`src/rtl/uart_pkg.sv`:
```
// Shared UART definitions: receiver FSM state encoding, parity-type codes and
// the layout of one receive-FIFO entry.
//   rx_state_e  : receiver FSM states
//   Parity*     : parity_type codes (0/1 none, 2 even, 3 odd)
//   rx_entry_t  : {break, parity_err, frame_err, data[7:0]}, 11 bits
package uart_pkg;

    typedef enum logic [2:0] {
        StIdle,
        StStart,
        StData,
        StParity,
        StStop1,
        StStop2
    } rx_state_e;

    localparam logic [1:0] ParityNone = 2'd0;
    localparam logic [1:0] ParityEven = 2'd2;
    localparam logic [1:0] ParityOdd  = 2'd3;

    typedef struct packed {
        logic       brk;
        logic       parity_err;
        logic       frame_err;
        logic [7:0] data;
    } rx_entry_t;

    localparam int unsigned RxEntryWidth = $bits(rx_entry_t);

    // A break is an all-zero character that also failed its stop bit.
    function automatic rx_entry_t pack_entry(input logic [7:0] data, input logic parity_err,
                                             input logic frame_err);
        rx_entry_t e;
        e.brk        = frame_err & (data == 8'h00);
        e.parity_err = parity_err;
        e.frame_err  = frame_err;
        e.data       = data;
        return e;
    endfunction

endpackage

```
`src/rtl/uart_rx_fifo.sv`:
```
// Synchronous FIFO shared by the UART receive and transmit paths.
//   clock, reset      : clock, asynchronous active-high reset
//   push_i, wdata_i   : write request and data (accepted if not full, or full with a pop)
//   pop_i             : read request (ignored when empty)
//   rdata_o           : head entry, zero when empty
//   full_o, empty_o   : occupancy flags
//   level_o           : number of stored entries
module uart_rx_fifo #(
    parameter int unsigned Width = 11,
    parameter int unsigned Depth = 8
) (
    input  logic                     clock,
    input  logic                     reset,
    input  logic                     push_i,
    input  logic [Width-1:0]         wdata_i,
    input  logic                     pop_i,
    output logic [Width-1:0]         rdata_o,
    output logic                     full_o,
    output logic                     empty_o,
    output logic [$clog2(Depth):0]   level_o
);

    localparam int unsigned PtrW = $clog2(Depth);

    logic [Width-1:0] mem_q [Depth];
    logic [PtrW-1:0]  wptr_q, rptr_q;
    logic [PtrW:0]    count_q;
    logic             do_push, do_pop;

    assign empty_o = (count_q == '0);
    assign full_o  = (count_q == (PtrW + 1)'(Depth));
    assign level_o = count_q;
    assign do_pop  = pop_i & ~empty_o;
    // A full FIFO still accepts a write when the head leaves in the same cycle.
    assign do_push = push_i & (~full_o | do_pop);
    assign rdata_o = empty_o ? '0 : mem_q[rptr_q];

    always_ff @(posedge clock) begin
        if (do_push) begin
            mem_q[wptr_q] <= wdata_i;
        end
    end

    always_ff @(posedge clock or posedge reset) begin
        if (reset) begin
            wptr_q  <= '0;
            rptr_q  <= '0;
            count_q <= '0;
        end else begin
            if (do_push) begin
                wptr_q <= wptr_q + PtrW'(1);
            end
            if (do_pop) begin
                rptr_q <= rptr_q + PtrW'(1);
            end
            if (do_push && !do_pop) begin
                count_q <= count_q + (PtrW + 1)'(1);
            end else if (do_pop && !do_push) begin
                count_q <= count_q - (PtrW + 1)'(1);
            end
        end
    end

endmodule

```
`src/rtl/uart_rx_buffered.sv`:
```
// UART receiver with oversampled 2/3 majority bit detection, 5-8 data bits,
// optional parity, 1/2 stop bits, break detection and an output FIFO.
//   clock, reset                  : clock, asynchronous active-high reset
//   rx_en_i                       : receiver enable; low aborts a frame in progress
//   baud_div_i                    : sample tick period minus one
//   data_bits_i/parity_type_i/nstop_i : frame format, latched at start-bit detection
//   rxd_i                         : asynchronous serial input
//   rd_valid_o/rd_ready_i         : FIFO read handshake
//   rd_data_o, rd_*_o flags       : head entry
//   rx_level_o                    : FIFO occupancy
//   overrun_o/overrun_clr_i       : sticky drop flag and its clear
module uart_rx_buffered #(
    parameter int unsigned OVERSAMPLE = 16,
    parameter int unsigned FIFO_DEPTH = 8
) (
    input  logic                          clock,
    input  logic                          reset,
    input  logic                          rx_en_i,
    input  logic [15:0]                   baud_div_i,
    input  logic [1:0]                    data_bits_i,
    input  logic [1:0]                    parity_type_i,
    input  logic                          nstop_i,
    input  logic                          rxd_i,
    output logic                          rd_valid_o,
    input  logic                          rd_ready_i,
    output logic [7:0]                    rd_data_o,
    output logic                          rd_parity_error_o,
    output logic                          rd_frame_error_o,
    output logic                          rd_break_o,
    output logic [$clog2(FIFO_DEPTH):0]   rx_level_o,
    output logic                          overrun_o,
    input  logic                          overrun_clr_i
);
    import uart_pkg::*;

    localparam int unsigned SampW = $clog2(OVERSAMPLE);
    localparam logic [SampW-1:0] SampLast = SampW'(OVERSAMPLE - 1);
    localparam logic [SampW-1:0] SampMid0 = SampW'(OVERSAMPLE / 2 - 1);
    localparam logic [SampW-1:0] SampMid1 = SampW'(OVERSAMPLE / 2);
    localparam logic [SampW-1:0] SampMid2 = SampW'(OVERSAMPLE / 2 + 1);

    logic [1:0]       sync_q;
    logic             rxs;
    rx_state_e        state_q;
    logic [15:0]      baud_cnt_q;
    logic [SampW-1:0] samp_q;
    logic [2:0]       cap_q;
    logic [2:0]       bit_idx_q;
    logic [7:0]       data_q;
    logic             pe_q, fe_q;
    logic [1:0]       cfg_bits_q, cfg_par_q;
    logic             cfg_nstop_q;
    logic             push_q;
    rx_entry_t        entry_q;

    logic             tick, sample_end, maj_bit, last_data;
    logic             fifo_full, fifo_empty, drop;
    rx_entry_t        head;

    always_ff @(posedge clock or posedge reset) begin
        if (reset) begin
            sync_q <= 2'b11;
        end else begin
            sync_q <= {sync_q[0], rxd_i};
        end
    end
    assign rxs = sync_q[1];

    assign tick       = (state_q != StIdle) && (baud_cnt_q == baud_div_i);
    assign sample_end = tick && (samp_q == SampLast);
    assign maj_bit    = (cap_q[0] & cap_q[1]) | (cap_q[0] & cap_q[2]) | (cap_q[1] & cap_q[2]);
    assign last_data  = (bit_idx_q == ({1'b0, cfg_bits_q} + 3'd4));

    always_ff @(posedge clock or posedge reset) begin
        if (reset) begin
            state_q     <= StIdle;
            baud_cnt_q  <= '0;
            samp_q      <= '0;
            cap_q       <= 3'b111;
            bit_idx_q   <= '0;
            data_q      <= '0;
            pe_q        <= 1'b0;
            fe_q        <= 1'b0;
            cfg_bits_q  <= '0;
            cfg_par_q   <= '0;
            cfg_nstop_q <= 1'b0;
            push_q      <= 1'b0;
            entry_q     <= '0;
        end else begin
            push_q <= 1'b0;

            // Counters only run inside a frame so bit timing is anchored to the start edge.
            if (state_q == StIdle) begin
                baud_cnt_q <= '0;
                samp_q     <= '0;
            end else if (tick) begin
                baud_cnt_q <= '0;
                samp_q     <= (samp_q == SampLast) ? '0 : samp_q + SampW'(1);
            end else begin
                baud_cnt_q <= baud_cnt_q + 16'd1;
            end

            if (tick) begin
                if (samp_q == SampMid0) cap_q[0] <= rxs;
                if (samp_q == SampMid1) cap_q[1] <= rxs;
                if (samp_q == SampMid2) cap_q[2] <= rxs;
            end

            if (state_q != StIdle && !rx_en_i) begin
                state_q <= StIdle;
            end else begin
                unique case (state_q)
                    StIdle: begin
                        if (rx_en_i && !rxs) begin
                            state_q     <= StStart;
                            cfg_bits_q  <= data_bits_i;
                            cfg_par_q   <= parity_type_i;
                            cfg_nstop_q <= nstop_i;
                        end
                    end
                    StStart: begin
                        if (sample_end) begin
                            if (!maj_bit) begin
                                state_q   <= StData;
                                bit_idx_q <= '0;
                                data_q    <= '0;
                                pe_q      <= 1'b0;
                            end else begin
                                state_q <= StIdle;
                            end
                        end
                    end
                    StData: begin
                        if (sample_end) begin
                            data_q[bit_idx_q] <= maj_bit;
                            bit_idx_q         <= bit_idx_q + 3'd1;
                            if (last_data) begin
                                state_q <= cfg_par_q[1] ? StParity : StStop1;
                            end
                        end
                    end
                    StParity: begin
                        if (sample_end) begin
                            pe_q    <= (^data_q) ^ (cfg_par_q == ParityOdd) ^ maj_bit;
                            state_q <= StStop1;
                        end
                    end
                    StStop1: begin
                        if (sample_end) begin
                            fe_q <= ~maj_bit;
                            if (cfg_nstop_q) begin
                                state_q <= StStop2;
                            end else begin
                                entry_q <= pack_entry(data_q, pe_q, ~maj_bit);
                                push_q  <= 1'b1;
                                state_q <= StIdle;
                            end
                        end
                    end
                    StStop2: begin
                        if (sample_end) begin
                            entry_q <= pack_entry(data_q, pe_q, fe_q | ~maj_bit);
                            push_q  <= 1'b1;
                            state_q <= StIdle;
                        end
                    end
                    default: state_q <= StIdle;
                endcase
            end
        end
    end

    uart_rx_fifo #(
        .Width (RxEntryWidth),
        .Depth (FIFO_DEPTH)
    ) u_fifo (
        .clock   (clock),
        .reset   (reset),
        .push_i  (push_q),
        .wdata_i (entry_q),
        .pop_i   (rd_ready_i),
        .rdata_o (head),
        .full_o  (fifo_full),
        .empty_o (fifo_empty),
        .level_o (rx_level_o)
    );

    // A full FIFO only drops when the head is not leaving in the same cycle.
    assign drop = push_q & fifo_full & ~rd_ready_i;

    always_ff @(posedge clock or posedge reset) begin
        if (reset) begin
            overrun_o <= 1'b0;
        end else if (drop) begin
            overrun_o <= 1'b1;
        end else if (overrun_clr_i) begin
            overrun_o <= 1'b0;
        end
    end

    assign rd_valid_o        = ~fifo_empty;
    assign rd_data_o         = head.data;
    assign rd_parity_error_o = head.parity_err;
    assign rd_frame_error_o  = head.frame_err;
    assign rd_break_o        = head.brk;

endmodule

```
`config.mk`:
```
export PLATFORM = sky130hd
export DESIGN_NAME = uart_rx_buffered
export DESIGN_NICKNAME = d
export VERILOG_FILES = /design/src/rtl/uart_pkg.sv /design/src/rtl/uart_rx_fifo.sv /design/src/rtl/uart_rx_buffered.sv
export SDC_FILE = /design/constraint.sdc
export NUM_CORES = 1
export LEC_CHECK = 0
export CAP_MARGIN = 20
export CELL_PAD_IN_SITES_DETAIL_PLACEMENT = 1
export CELL_PAD_IN_SITES_GLOBAL_PLACEMENT = 2
export CORE_UTILIZATION = 46
export CTS_CLUSTER_DIAMETER = 100
export DETAILED_ROUTE_END_ITERATION = 12
export PLACE_DENSITY_LB_ADDON = 0.25
export SLEW_MARGIN = 10
export SYNTH_ARGS = -nofsm -noshare
export SYNTH_HDL_FRONTEND = slang
export SYNTH_HIERARCHICAL = 1
export SYNTH_SLANG_ARGS = --single-unit
```
`constraint.sdc`:
```
create_clock -name clock -period 4.3 [get_ports clock]
set_input_delay 0.43 -clock clock [delete_from_list [all_inputs] [get_ports clock]]
set_output_delay 0.43 -clock clock [all_outputs]
set_load 0.1 [all_outputs]
```
==> After elaboration in Yosys (flattened, before gate mapping) <==
Memory sizes are Yosys's and may differ from the RTL's.
Cells that the tools add are included.
{ "classes": {"n_addsub": 8, "magnitude_cmp": 2, "eq_ne": 27, "mux": 48, "n_bitwise": 20, "n_reduce_logical": 31} }
{ "ops": {"columns": ["cell", "count"], "rows": [
  ["$mux 11", 4],
  ["$mux 3", 13],
  ["$mux 16", 2],
  ["$mux 8", 3],
  ["$pmux 11 s2", 1],
  ["$mux 4", 5],
  ["$ne 3x3->1 const B", 6],
  ["$pmux 3 s6", 1],
  ["$add 16x1->16 const B", 1],
  ["$eq 16x16->1", 1],
  ["$eq 4x4->1 const B", 4],
  ["$pmux 8 s2", 1],
  ["$reduce_and 5->1", 3],
  ["$ne 2x2->1 const B", 7],
  ["$mux 1", 12],
  ["$reduce_bool 2->1", 6],
  ["$add 3x1->3 const B", 3],
  ["$and 1x1->1", 9],
  ["$add 4x1->4 const B", 2],
  ["$bwmux 8", 1],
  ["$logic_not 8->1", 1],
  ["$reduce_xor 8->1", 1],
  ["$logic_and 1x1->1", 7],
  ["$reduce_and 7->1", 1],
  ["24 further kinds", 41]
]} }
{ "word_totals": {"register_bits": 69, "mem_bits_rw": 88, "inputBits": 27, "output_inout_bits": 17, "word_cells": 160, "memories": 1} }
{ "mem_list": {"columns": ["name", "words", "word_bits", "read_ports", "rd_ports_with_merged_regs", "wr", "line", "rtl"], "rows": [
  ["u_fifo.mem_q", 8, 11, 1, 0, 1, "uart_rx_fifo.sv:25", "logic [Width-1:0] mem_q [Depth];"]
]} }

==> Depth between registers and ports, before layout <==
{ "logic_depth": {"ltp_word": 9, "depth_mapped": 9, "depth_no_buf": 9} }

==> Modules after synthesis <==
Netlist, hierarchy kept.
{ "by_module_without_submodules": {"columns": ["module", "instances", "cells_per_inst", "area_each_um2", "seq_area_each_um2"], "rows": [
  ["uart_rx_fifo", 1, 193, 3947.5, 2892.8],
  ["uart_rx_buffered", 1, 324, 3284.4, 1482.7]
]} }

==> Worst setup path before layout <==
Ideal clock, no wire load.
{ "synth_timing": {"path_kind": "register to register", "start": "register u_fifo.count_q[3], in the netlist u_fifo/level_o[3]", "end": "register u_fifo.count_q[3], in the netlist u_fifo/level_o[3]", "setup_time_ns": 0.137, "arrival_ns": 3.035, "t_required_ns": 4.163, "path_slack_ns": 1.128, "stages_incl_launch_ff": 10, "n_path_buf": 0, "synth_period_minus_slack_ns": 3.172, "path_cell_list": "dfrtp_1 > or4b_4 > o21ai_4 > inv_1 > ha_1 > inv_1 > ha_1 > or4_1 > nand3_1 > o221ai_1"} }
{ "synth_via": {"elab_chain_len": 8, "word_cells_on_any_way": 16, "cone_classes": "add/sub: 2; eq/ne: 1; mux: 2; bitwise: 5; reduce/logical: 6"} }
{ "synth_rtl": {"columns": ["element", "line", "rtl"], "rows": [
  ["start, declared", "uart_rx_fifo.sv:27", "logic [PtrW:0] count_q;"],
  ["start signal, assigned", "uart_rx_fifo.sv:57", "count_q <= count_q + (PtrW + 1)'(1);"],
  ["start signal, assigned", "uart_rx_fifo.sv:59", "count_q <= count_q - (PtrW + 1)'(1);"],
  ["$logic_not 4->1", "uart_rx_fifo.sv:30", "assign empty_o = (count_q == '0);"],
  ["$not 1->1", "uart_rx_fifo.sv:33", "assign do_pop = pop_i & ~empty_o;"],
  ["$and 1x1->1", "uart_rx_fifo.sv:33", null],
  ["$or 1x1->1 (*)", "uart_rx_fifo.sv:35", "assign do_push = push_i & (~full_o | do_pop);"],
  ["$and 1x1->1 (*)", "uart_rx_fifo.sv:35", null],
  ["via u_fifo.do_push", "uart_rx_fifo.sv:28", "logic do_push, do_pop;"],
  ["$logic_not 1->1", "uart_rx_fifo.sv:58", "end else if (do_pop && !do_push) begin"],
  ["$logic_and 1x1->1", "uart_rx_fifo.sv:58", null],
  ["$reduce_bool 2->1 (no line)", null, null]
]} }
The timed path passes the listed nets; every way through them passes the cells marked *. The select of a mux whose other input is x is not followed.
A chain may end at the register's enable or synchronous reset.

==> Worst setup path after layout <==
{ "layout_timing": {"start": "register u_fifo.count_q[0], in the netlist u_fifo/level_o[0]", "end": "output rd_valid_o"} }
{ "layout_via": {"elab_chain_len": 2} }
{ "layout_rtl": {"columns": ["element", "line", "rtl"], "rows": [
  ["$logic_not 4->1", "uart_rx_fifo.sv:30", null],
  ["via fifo_empty", "uart_rx_buffered.sv:57", "logic fifo_full, fifo_empty, drop;"],
  ["$not 1->1", "uart_rx_buffered.sv:201", "assign rd_valid_o = ~fifo_empty;"],
  ["end, declared", "uart_rx_buffered.sv:24", "output logic rd_valid_o,"]
]} }
The timed path passes the listed nets, and every way through them passes these cells.

==> reports/results.tsv <==
stage	metric	value	unit
timing	slew_violations	0	
setup_path	path_depth	4	
finish	multi_input_area	2681	um2
floorplanning	ioPinCount	44	
routing	vias_per_cell	5.595	
clock_tree	clk_path_buf_depth	2	
clock_tree	cts_setup_buffers	0	
global_routing	grt.total_usage	0.2092	
global_routing	grt_pass1_wl	25.54	mm
synthesis	synthesis.area	7232	um2
finish	nFillCells	1489	
synthesis	muxShareOfSynthArea	0.1092	
clock_tree	cts_hold_buf	0	
routing	route.final.wire_length	15.13	mm
synthesis	synth_top_family_by_area	simple AND/OR/NAND/NOR gates	
setup_path	r2r_cells	9	
synthesis	synthXorXnorAreaFrac	0.05311	
clock_tree	cts_resized	0	
timing	slew-limit-headroom	0.3123	
timing	fmax	0.3329	GHz
setup_path	cp_top_family	buffers and inverters	
timing	fin_crit	3.004	ns
timing	worstMarginPinSlew	1.032	ns
routing	dr.pass1.iters	4	
floorplanning	num_rows	45	
clock_tree	clk_pin_slew	0.07	ns
timing	hold_ws	0.3480	ns
run	drv_cap	0	
place	dp.cells	762	
synthesis	synth-simple-area-share	0.1147	
power_and_ir_drop	power_density	395.0	nW/um2
clock_tree	htreeDepth	4	
finish	drive_above_1_share	0.2021	
setup_path	cpPeakStageDelay	0.95	ns
routing	route.detailed.wl_per_inst	19.03	um
routing	via_count	4448	
setup_path	crit_fanout	6	
floorplanning	die_y	127.4	um
timing	hold_viol_final	0	
global_routing	antenna_found_initial	0	
worst_hold_path	hp-class	primary input to asynchronous set/reset pin	
global_routing	grt_overflow	0	
floorplanning	start_util	0.4740	
clock_tree	root_buffer	clkbuf_16	
timing	clock_skew	0.009297	ns
finish	regArea	4375	um2
clock_tree	numCtsBuffers	17	
clock_tree	cts_sinks	157	
synthesis	synth_warnings	6	
timing	setup-tns-final	0	ns
setup_path	critical_path_class	flip-flop to primary output	
setup_path	cp_slowest_cell	clkdlybuf4s50_1	
synthesis	synth_edf_count	88	
synthesis	ys.flop_type	edfxtp_1	
clock_tree	cts_tree	yes	
global_routing	grt_max_degree	34	
synthesis	synth_compound_area_frac	0.06315	
floorplanning	die_x	127.4	um
synthesis	syn_inst	517	
floorplanning	dieArea	16230	um2
finish	layout.nets	613	
synthesis	syn_avg_cell_area	13.99	um2
floorplanning	core_area	15260	um2
synthesis	ys_ff_latch	157	
timing	fin_crit_sh	0.6985	
timing	setup_viol	0	
setup_path	end_kind	primary output	
power_and_ir_drop	ir_drop	0.3083	mV
synthesis	synth-seq-area-share	0.6050	
place	portBuffers	43	
setup_path	cp_cell_sequence	or4_4, inv_2, inv_1, clkdlybuf4s50_1	
synthesis	synthAdderAreaFrac	0.02855	
global_routing	grt_pass1_vias	4837	
finish	fin_cells	795	
routing	first_iter_violations	218	
place	gp_congestion	0.7794	
clock_tree	clock_latency	0.43	ns
synthesis	ys_types	66	
finish	antennaDiodeCount	0	
place	dp.final_hpwl	10.46	mm
setup_path	arrival	2.57	ns
synthesis	syn_nets	559	
synthesis	async_flop_share	0.4395	
setup_path	path_buf_inv	3	
status	outcome	completed	
setup_path	cp.required	3.87	ns
power_and_ir_drop	p_leak	3.521	nW
finish	area_delta_synth_final	17.35	%
routing	ant_nets	0	
timing	rsz0062_at_grt	no	
setup_path	cp-start-kind	flip-flop	
routing	drc	0	
routing by layer:
metal / global-route usage / part of all wire / up-vias
met5: 0 / 0 / -
met4: 0.07423 / 0.016 / 0
met3: 0.04146 / 0.021 / 21
met2: 0.3684 / 0.53 / 61
met1: 0.2562 / 0.43 / 2317
li1: - / - / 2049
logic make-up (layout without fill, tap and decap cells):
group,count (synthesis),after routing
xor gates and xnor gates,43,43
muxes,48,48
and+or+nand+nor,147,147
AOI/OAI and AO/OA,62,62
buffers and inverters,44,111
adders and majority gates,16,16
DFF,157,157
report_power, final:
part           total [W]  switching [W]  internal, W  leakage [nW]
registers        0.00166      0.0000490      0.00162          1.92
logic           0.000227       0.000129    0.0000978          1.31
clock network    0.00146       0.000681     0.000781         0.290
total            0.00335       0.000859      0.00249          3.52
worst register-to-register path: stages, from the launching register on:
cell      delay (ns)
dfrtp_1         0.47
or4b_4          0.61
o21ai_4         0.28
inv_1           0.08
ha_1            0.27
inv_1           0.15
ha_1            0.31
or4_1           0.42
nand3_1         0.10
o221ai_1        0.11
metrics by stage:
step / setup slack (ns) / util / cell area (um2) / power [W]
final: 1.296 / 0.5562 / 8487 / 0.003353
after global routing: 1.192 / 0.5562 / 8487 / 0.003490
after CTS: 1.278 / 0.5557 / 8479 / 0.003396
after detailed placement: 1.338 / 0.5173 / 7893 / 0.001928
after global placement: 1.440 / 0.5173 / 7893 / 0.001924
after floorplan: 1.128 / - / 7232 / 0.001842
sequential cells by signal, summed over array words and instances (netlist names), 3 cells and up:
name	flops
bit_idx_q	3
u_fifo/rptr_q	3
data_q	8
entry_q	11
state_q	3
u_fifo/wptr_q	3
baud_cnt_q	16
cap_q	3
u_fifo/level_o	4
u_fifo/mem_q	88
samp_q	4
synthesized netlist by cell type (all sizes together) (2+ instances only):
cell type	n	area (um2)
inv	25	93.84
xnor2	19	166.4
a21oi	10	50.05
clkbuf	6	22.52
or4	3	26.27
or3	4	25.02
edfxtp	88	2643
buf	13	73.82
a221o	4	40.04
mux2	24	274.0
o211ai	2	15.01
and4	5	45.04
a31o	2	17.52
dfrtp	64	1602
o21ai	16	91.34
nor2	27	101.4
nor3b	2	15.01
nand3b	5	37.54
a22o	11	98.85
nor4	6	80.07
a41o	4	40.04
nor3	16	85.08
or2	3	18.77
dfstp	5	131.4
nand4	9	62.56
a21o	2	16.27
o2111ai	2	17.52
mux2i	2	20.02
xor2	24	217.7
and3	7	45.05
nor2b	6	37.54
nand2	31	116.4
nand3	16	80.08
nand2b	4	25.02
a31oi	3	18.77
mux4	22	495.5
ha	14	175.2
and2	2	15.02
layout by cell type (no fill, tap or decap), types with 10 or more instances in the layout:
cell             count
a21oi_1             10
buf_4               22
clkbuf_16           17
clkdlybuf4s50_1     32
dfrtp_1             64
edfxtp_1            88
ha_1                14
inv_1               23
mux2_1              12
mux2_2              11
mux4_2              22
nand2_1             31
nand3_1             16
nor2_1              27
nor3_1              15
o21ai_0             14
xnor2_1             19
xor2_1              23
final timing paths:
kind / from / endpoint / slack, ns
max in group asynchronous: reset / cap_q[0]$_DFFE_PP1P_ / 3.00
min in group clock: sync_q[0]$_DFF_PP1_ / sync_q[1]$_DFF_PP1_ / 0.36
setup / recovery: u_fifo/level_o[0]$_DFFE_PP0P_ / rd_valid_o / 1.30
hold reg to reg: sync_q[0]$_DFF_PP1_ / sync_q[1]$_DFF_PP1_ / 0.36
hold / removal: reset / u_fifo/wptr_q[0]$_DFFE_PP0P_ / 0.35
setup reg to reg: u_fifo/level_o[0]$_DFFE_PP0P_ / u_fifo/level_o[3]$_DFFE_PP0P_ / 1.36
layout make-up:
type / count / share of cell area
Clock buffer: 17 / 0.05013
Clock inverter: 15 / 0.01902
Inverter: 25 / 0.01106
Multi-Input combinational cell: 316 / 0.3159
Sequential cell: 157 / 0.5156
Tap cell: 211 / 0.03111
Timing Repair Buffer: 54 / 0.05720
(Power assumes the default switching activity.)
